$ cat src/rtl/reset_sequencer.sv
// Multi-channel reset sequencer: merges power-on, external and software reset
// sources and releases NUM_CH active-low resets one at a time in index order.
module reset_sequencer #(
  parameter int unsigned NUM_CH      = 4,
  parameter int unsigned HOLD_TICKS  = 32,
  parameter int unsigned STAGE_TICKS = 16,
  parameter int unsigned SYNC_STAGES = 2
) (
  input  logic              clk,
  input  logic              rst_in,
  input  logic              ext_rst_n,
  input  logic              sw_rst_req,
  output logic [NUM_CH-1:0] rst_n_out,
  output logic              busy,
  output logic [1:0]        rst_cause
);

  generate
    if (NUM_CH < 1) begin : g_bad_num_ch
      $fatal(1, "reset_sequencer: NUM_CH must be >= 1");
    end
    if (HOLD_TICKS < 1) begin : g_bad_hold
      $fatal(1, "reset_sequencer: HOLD_TICKS must be >= 1");
    end
    if (STAGE_TICKS < 1) begin : g_bad_stage
      $fatal(1, "reset_sequencer: STAGE_TICKS must be >= 1");
    end
    if (SYNC_STAGES < 2) begin : g_bad_sync
      $fatal(1, "reset_sequencer: SYNC_STAGES must be >= 2");
    end
  endgenerate

  localparam int unsigned MAX_TICKS = (HOLD_TICKS > STAGE_TICKS) ? HOLD_TICKS : STAGE_TICKS;
  localparam int unsigned CNT_W     = $clog2(MAX_TICKS + 1);
  localparam int unsigned IDX_W     = (NUM_CH > 1) ? $clog2(NUM_CH) : 1;

  // Counter runs down to zero, so a reload of TICKS-1 spans exactly TICKS edges.
  localparam logic [CNT_W-1:0] HOLD_RELOAD  = CNT_W'(HOLD_TICKS - 1);
  localparam logic [CNT_W-1:0] STAGE_RELOAD = CNT_W'(STAGE_TICKS - 1);
  localparam logic [CNT_W-1:0] CNT_ONE      = CNT_W'(1);
  localparam logic [IDX_W-1:0] IDX_ONE      = IDX_W'(1);
  localparam logic [IDX_W-1:0] LAST_IDX     = IDX_W'(NUM_CH - 1);

  localparam logic [1:0] CAUSE_POR = 2'b00;
  localparam logic [1:0] CAUSE_EXT = 2'b01;
  localparam logic [1:0] CAUSE_SW  = 2'b10;

  typedef enum logic [1:0] {
    ST_HOLD,
    ST_RELEASE,
    ST_RUN
  } state_t;

  logic [SYNC_STAGES-1:0] por_sync;
  logic [SYNC_STAGES-1:0] ext_sync;
  logic                   por_hold;
  logic                   ext_req;

  state_t             state,     state_nxt;
  logic [CNT_W-1:0]   cnt,       cnt_nxt;
  logic [IDX_W-1:0]   idx,       idx_nxt;
  logic [NUM_CH-1:0]  out_nxt;
  logic               busy_nxt;
  logic [1:0]         cause_nxt;

  // Both chains assert with rst_in; the external one idles at "not requested".
  always_ff @(posedge clk or posedge rst_in) begin
    if (rst_in) begin
      por_sync <= '1;
      ext_sync <= '1;
    end else begin
      por_sync <= {por_sync[SYNC_STAGES-2:0], 1'b0};
      ext_sync <= {ext_sync[SYNC_STAGES-2:0], ext_rst_n};
    end
  end

  assign por_hold = por_sync[SYNC_STAGES-1];
  assign ext_req  = ~ext_sync[SYNC_STAGES-1];

  always_ff @(posedge clk or posedge rst_in) begin
    if (rst_in) begin
      state     <= ST_HOLD;
      cnt       <= HOLD_RELOAD;
      idx       <= '0;
      rst_n_out <= '0;
      busy      <= 1'b1;
      rst_cause <= CAUSE_POR;
    end else begin
      state     <= state_nxt;
      cnt       <= cnt_nxt;
      idx       <= idx_nxt;
      rst_n_out <= out_nxt;
      busy      <= busy_nxt;
      rst_cause <= cause_nxt;
    end
  end

  always_comb begin
    state_nxt = state;
    cnt_nxt   = cnt;
    idx_nxt   = idx;
    out_nxt   = rst_n_out;
    cause_nxt = rst_cause;

    unique case (state)
      ST_HOLD: begin
        out_nxt = '0;
        if (ext_req) begin
          cnt_nxt   = HOLD_RELOAD;
          cause_nxt = CAUSE_EXT;
        end else if (!por_hold) begin
          if (cnt == '0) begin
            out_nxt[0] = 1'b1;
            cnt_nxt    = STAGE_RELOAD;
            idx_nxt    = IDX_ONE;
            state_nxt  = (NUM_CH == 1) ? ST_RUN : ST_RELEASE;
          end else begin
            cnt_nxt = cnt - CNT_ONE;
          end
        end
      end
      ST_RELEASE: begin
        if (cnt == '0) begin
          out_nxt[idx] = 1'b1;
          cnt_nxt      = STAGE_RELOAD;
          idx_nxt      = idx + IDX_ONE;
          if (idx == LAST_IDX) begin
            state_nxt = ST_RUN;
          end
        end else begin
          cnt_nxt = cnt - CNT_ONE;
        end
      end
      ST_RUN: begin
      end
      default: begin
        state_nxt = ST_HOLD;
        out_nxt   = '0;
        cnt_nxt   = HOLD_RELOAD;
        idx_nxt   = '0;
      end
    endcase

    // Retrigger overrides the sequencing above; external takes priority over software.
    if ((state != ST_HOLD) && (ext_req || sw_rst_req)) begin
      state_nxt = ST_HOLD;
      out_nxt   = '0;
      cnt_nxt   = HOLD_RELOAD;
      idx_nxt   = '0;
      cause_nxt = ext_req ? CAUSE_EXT : CAUSE_SW;
    end

    busy_nxt = (state_nxt != ST_RUN);
  end

endmodule

$ cat config.mk
export PLATFORM = sky130hd
export DESIGN_NAME = reset_sequencer
export DESIGN_NICKNAME = d
export VERILOG_FILES = /design/src/rtl/reset_sequencer.sv
export SDC_FILE = /design/constraint.sdc
export NUM_CORES = 1
export LEC_CHECK = 0
export CORE_MARGIN = 4
export CORE_UTILIZATION = 45
export DETAILED_ROUTE_END_ITERATION = 6
export PLACE_DENSITY = 0.64
export SLEW_MARGIN = 20
export SYNTH_ARGS = -nofsm -noshare
export SYNTH_HDL_FRONTEND = slang
export SYNTH_SLANG_ARGS = --single-unit
$ cat constraint.sdc
create_clock -name clk -period 5.2 [get_ports clk]
set_input_delay 1.04 -clock clk [delete_from_list [all_inputs] [get_ports clk]]
set_output_delay 1.04 -clock clk [all_outputs]
set_load 0.02 [all_outputs]
# Yosys cells after proc, flatten, opt, wreduce, memory -nomap -nowiden
# Index checks and enable logic that the tools add are counted.
# word_totals
ff_bits	21
latchBits	0
ram_bits	0
mem_bits_ro	0
inputBits	4
output_inout_bits	7
wordCells	66
memories	0
# classes
add_sub_neg	2
mul	0
div_mod_pow	0
n_lt_le_gt_ge	2
eq_ne	11
n_shift	0
mux	30
bitwise	2
reduce_logical	11
# ops
op	count
2-to-1 mux 2 bit	15
2-to-1 mux 6 bit	4
one-hot mux 6 bit (3 select lines)	1
inequality test 3 bit, second input constant	4
one-hot mux 2 bit (3 select lines)	2
one-hot mux 4 bit (3 select lines)	1
2-to-1 mux 4 bit	2
logical NOT 6 bit	1
AND reduction 2 bit	3
subtractor 6 x 1 -> 6 bit, second input constant	1
AND reduction 5 bit	1
== test 2 bit, second input constant	2
2-to-1 mux 1 bit	4
inequality test 2 bit, second input constant	2
inequality test 4 bit, second input constant	1
bitwise OR 4 bit	1
nonzero test 2 bit	2
less-than comparator 2 x 3 -> 1 bit, second input constant	1
adder 2 x 1 -> 2 bit, second input constant	1
demux 1 bit (select 2 bit)	1
== test 2 x 1 -> 1 bit, second input constant	1
greater-or-equal comparator 2 x 1 -> 1 bit, second input constant	1
logical AND 1 bit	2
logical NOT 2 bit	1
3 further kinds	3

# Longest topological paths before layout
# depth
ltp_word	8
depth_mapped	6

# Worst setup path before layout
# OpenSTA, ideal clock, no wires.
# synth_path
path_kind	input -> register
startpoint	input port sw_rst_req
endpoint	register idx[0]
setup_time_ps	128
arrival_ps	2034
required_time_ps	5072
path_slack_ps	3039
cell_stages	5
n_path_buf	1
path_cell_list	nor2b_1 > buf_2 > and2_1 > a311oi_4 > mux2_1
# synth_via
elab_chain_len	4
# synth_rtl
item	line_no	source
start, declared	12	input logic sw_rst_req,
logical OR 1 bit *	145	if ((state != ST_HOLD) && (ext_req || sw_rst_req)) begin
logical AND 1 bit *	145	
inequality test 3 bit (no source line) / inequality test 2 bit (equally long branches)	-	
AND reduction 5 bit (no source line)	-	
end signal, assigned	91	idx <= idx_nxt;
end, declared	61	logic [IDX_W-1:0] idx, idx_nxt;
# Mark *: on every way between the ends. The rest lies on a longest branch, timed or not.
# A chain may end at the register's enable or synchronous reset.

# Final worst setup path
# Ends and elaborated chain as after synthesis.

==> flow_summary.yaml <==
synth:
  post-synth-top-area-fraction: 0.245
  area_of_the_mapped_netlist_um2: 1120
  top_reg_cell_synth: "dfrtp_1"
  ys_types: 41
  ys_seq_elements: 21
  yosysTopAreaCell: "dfrtp_1"
  syn-mean-instance-area_um2: 10.3
  syn_inst: 109
  syn_nets: 119
  synth_edf_count: 0
  yosysSeqAreaShare: 0.479
  synthesis.yosys.warnings: 0
  synth.top_cells.by_area: "dfrtp_1 24%, dfstp_2 23%, ha_1 6.7%"
  synth_async_sr_flop_share: 1.00
cts:
  worstSkewPairLatency_ps: 300
  htree_levels: 1
  post-cts-setup-buffers: 0
  cts_inserted_buffers: 3
  hold_buffers: 0
  tritoncts_num_sinks: 21
  post_cts_resized: 0
  path_clk_slew_ps: 120
  clk_buf_depth: 2
  tritoncts: "yes"
  root_buffer: "clkbuf_4"
timing:
  final_min_period_over_clock_period: 0.498
  skew_ps: 5.37
  highest_clock_rate_ghz: 0.386
  final.setup.tns_ps: 0
  slew_at_the_pin_closest_to_its_max_slew_limit_ps: 766
  hold_violations: 0
  slew-limit-headroom: 0.489
  slew_violations: 0
  rsz0062_at_grt: "no"
  finalSetupViolations: 0
  final_worst_path_period_need_ps: 2590
final_layout:
  mostFrequentLayoutCells: "11 x dfrtp_1, 10 x dfstp_2, 10 x clkdlybuf4s50_1"
  most_common_library_cell_in_the_layout_ignoring_fill_and_taps: "dfrtp_1"
  design_area_um2: 1270
  share_of_cells_above_drive_strength_1: 0.143
  n_fill_cell: 203
  area_growth_pct: 12.8
  ant_diodes: 0
  nets: 130
routing:
  antenna_left: 0
  wl_per_cell_um: 14.3
  dr.pass1.iters: 4
  via_per_inst: 5.66
  detail_route.iter0.violations: 43
  drcViolationCount: 0
  vias: 832
  routed_wirelength_um: 2100
floorplanning:
  start_util: 0.489
  io_pins: 11
  dieArea_um2: 3360
  chip_width_um: 58.0
  rows: 17
  dieHeight_um: 58.0
  core_um2: 2300
placement:
  dp.final_hpwl_um: 1520
  place_congestion: 0.869
  numPortBuffers: 10
  place_area_um2: 1240
critical_path:
  setup.worst_path.start_class: "primary input"
  cp_data_required_time_ps: 5390
  critical_path_arrival_ps: 2780
  cp_max_fo: 8
  crit_type: "primary input to flop"
  end_kind: "flop"
grt:
  grt_overflow: 0
  wire_length_of_the_first_global_routing_pass_um: 3780
  via_count_of_the_first_global_routing_pass: 805
  number_of_antenna_violations_at_the_first_check_in_global_routing: 0
  grt_start_max_net_pins: 22
  track_usage: 0.145
power_and_ir_drop:
  ir_drop_mv: 0.142
  power.density_nw_per_um2: 217
  p_leak_nw: 0.516
min_path:
  hold_class: "flop to flop"
status:
  outcome: "complete, no violations"
run:
  cap_viol_max_count: 0
metrics by stage:
stage               setup slack (ps)   util  hold WS (ps)  power (mW)  std cells
floorplan                       3040      -           345       0.194        109
global placement                2350  0.540           345       0.201        143
detailed placement              2310  0.540           348       0.202        143
CTS                             2640  0.552           366       0.282        147
global route                    2490  0.552           372       0.293        147
finish                          2610  0.552           363       0.275        147
cells in the mapped netlist (3+ instances only):
master	instances
dfrtp_1	11
dfstp_2	10
inv_1	8
a21oi_1	7
nand2_1	7
ha_1	6
o21ai_1	6
nor2_1	5
buf_2	3
nor2b_1	3
nor3_1	3
o21a_1	3
registers in the layout, summed over array words and instances, names as in the netlist:
register	count
busy	1
cnt	6
ext_sync	2
idx	2
por_sync	2
rst_cause	2
rst_n_out	4
state	2
final timing paths:
path	to	depth (start not counted)	slack, ps	startpoint
max	idx[0]	5	2610	sw_rst_req
min reg2reg	ext_sync[1]	0	360	ext_sync[0]
max reg2reg	idx[0]	4	3270	ext_sync[1]
min in group asynchronous	rst_cause[1]	2	1170	rst_in
max in group asynchronous	cnt[5]	2	3550	rst_in
min	ext_sync[1]	0	360	ext_sync[0]
per-layer routing:
layer  wire length (µm)  vias up  global-route usage
met2               1010       18               0.227
met1                988      406               0.200
met4                 19        0              0.0596
li1                   -      406                   -
met5                  0        -                   0
met3                 88        2              0.0223
worst max-delay path, stage by stage:
cell and delay [ps]:
clkdlybuf4s50_1 490, nor2b_1 520, and2_1 320, a311oi_4 80, mux2_1 330
logic make-up after synthesis:
kind of cell	Yosys count	synth area share
AO/OA/AOI/OAI	33	0.213
flip-flops	21	0.479
buffers and inverters	13	0.0468
multiplexers	2	0.0189
adder cells (fa/ha/maj)	6	0.0668
AND/OR/NAND/NOR	33	0.173
other	1	0.00334
cell type report:
type                            instances  area [µm²]  area share
Clock buffer                            3        22.5      0.0178
Multi-Input combinational cell         75         533       0.421
Tap cell                               28        35.0      0.0276
Clock inverter                          1        5.00     0.00395
Sequential cell                        21         538       0.424
Inverter                                9        33.8      0.0267
Timing Repair Buffer                   10         100      0.0790
power breakdown:
group | switching (mW) | internal [mW] | total [mW]
combinational | 0.0126 | 0.00874 | 0.0213
sequential | 0.00551 | 0.172 | 0.177
clock | 0.0481 | 0.0287 | 0.0767
total | 0.0661 | 0.209 | 0.275
No activity file was read; power rests on OpenSTA's default activity.
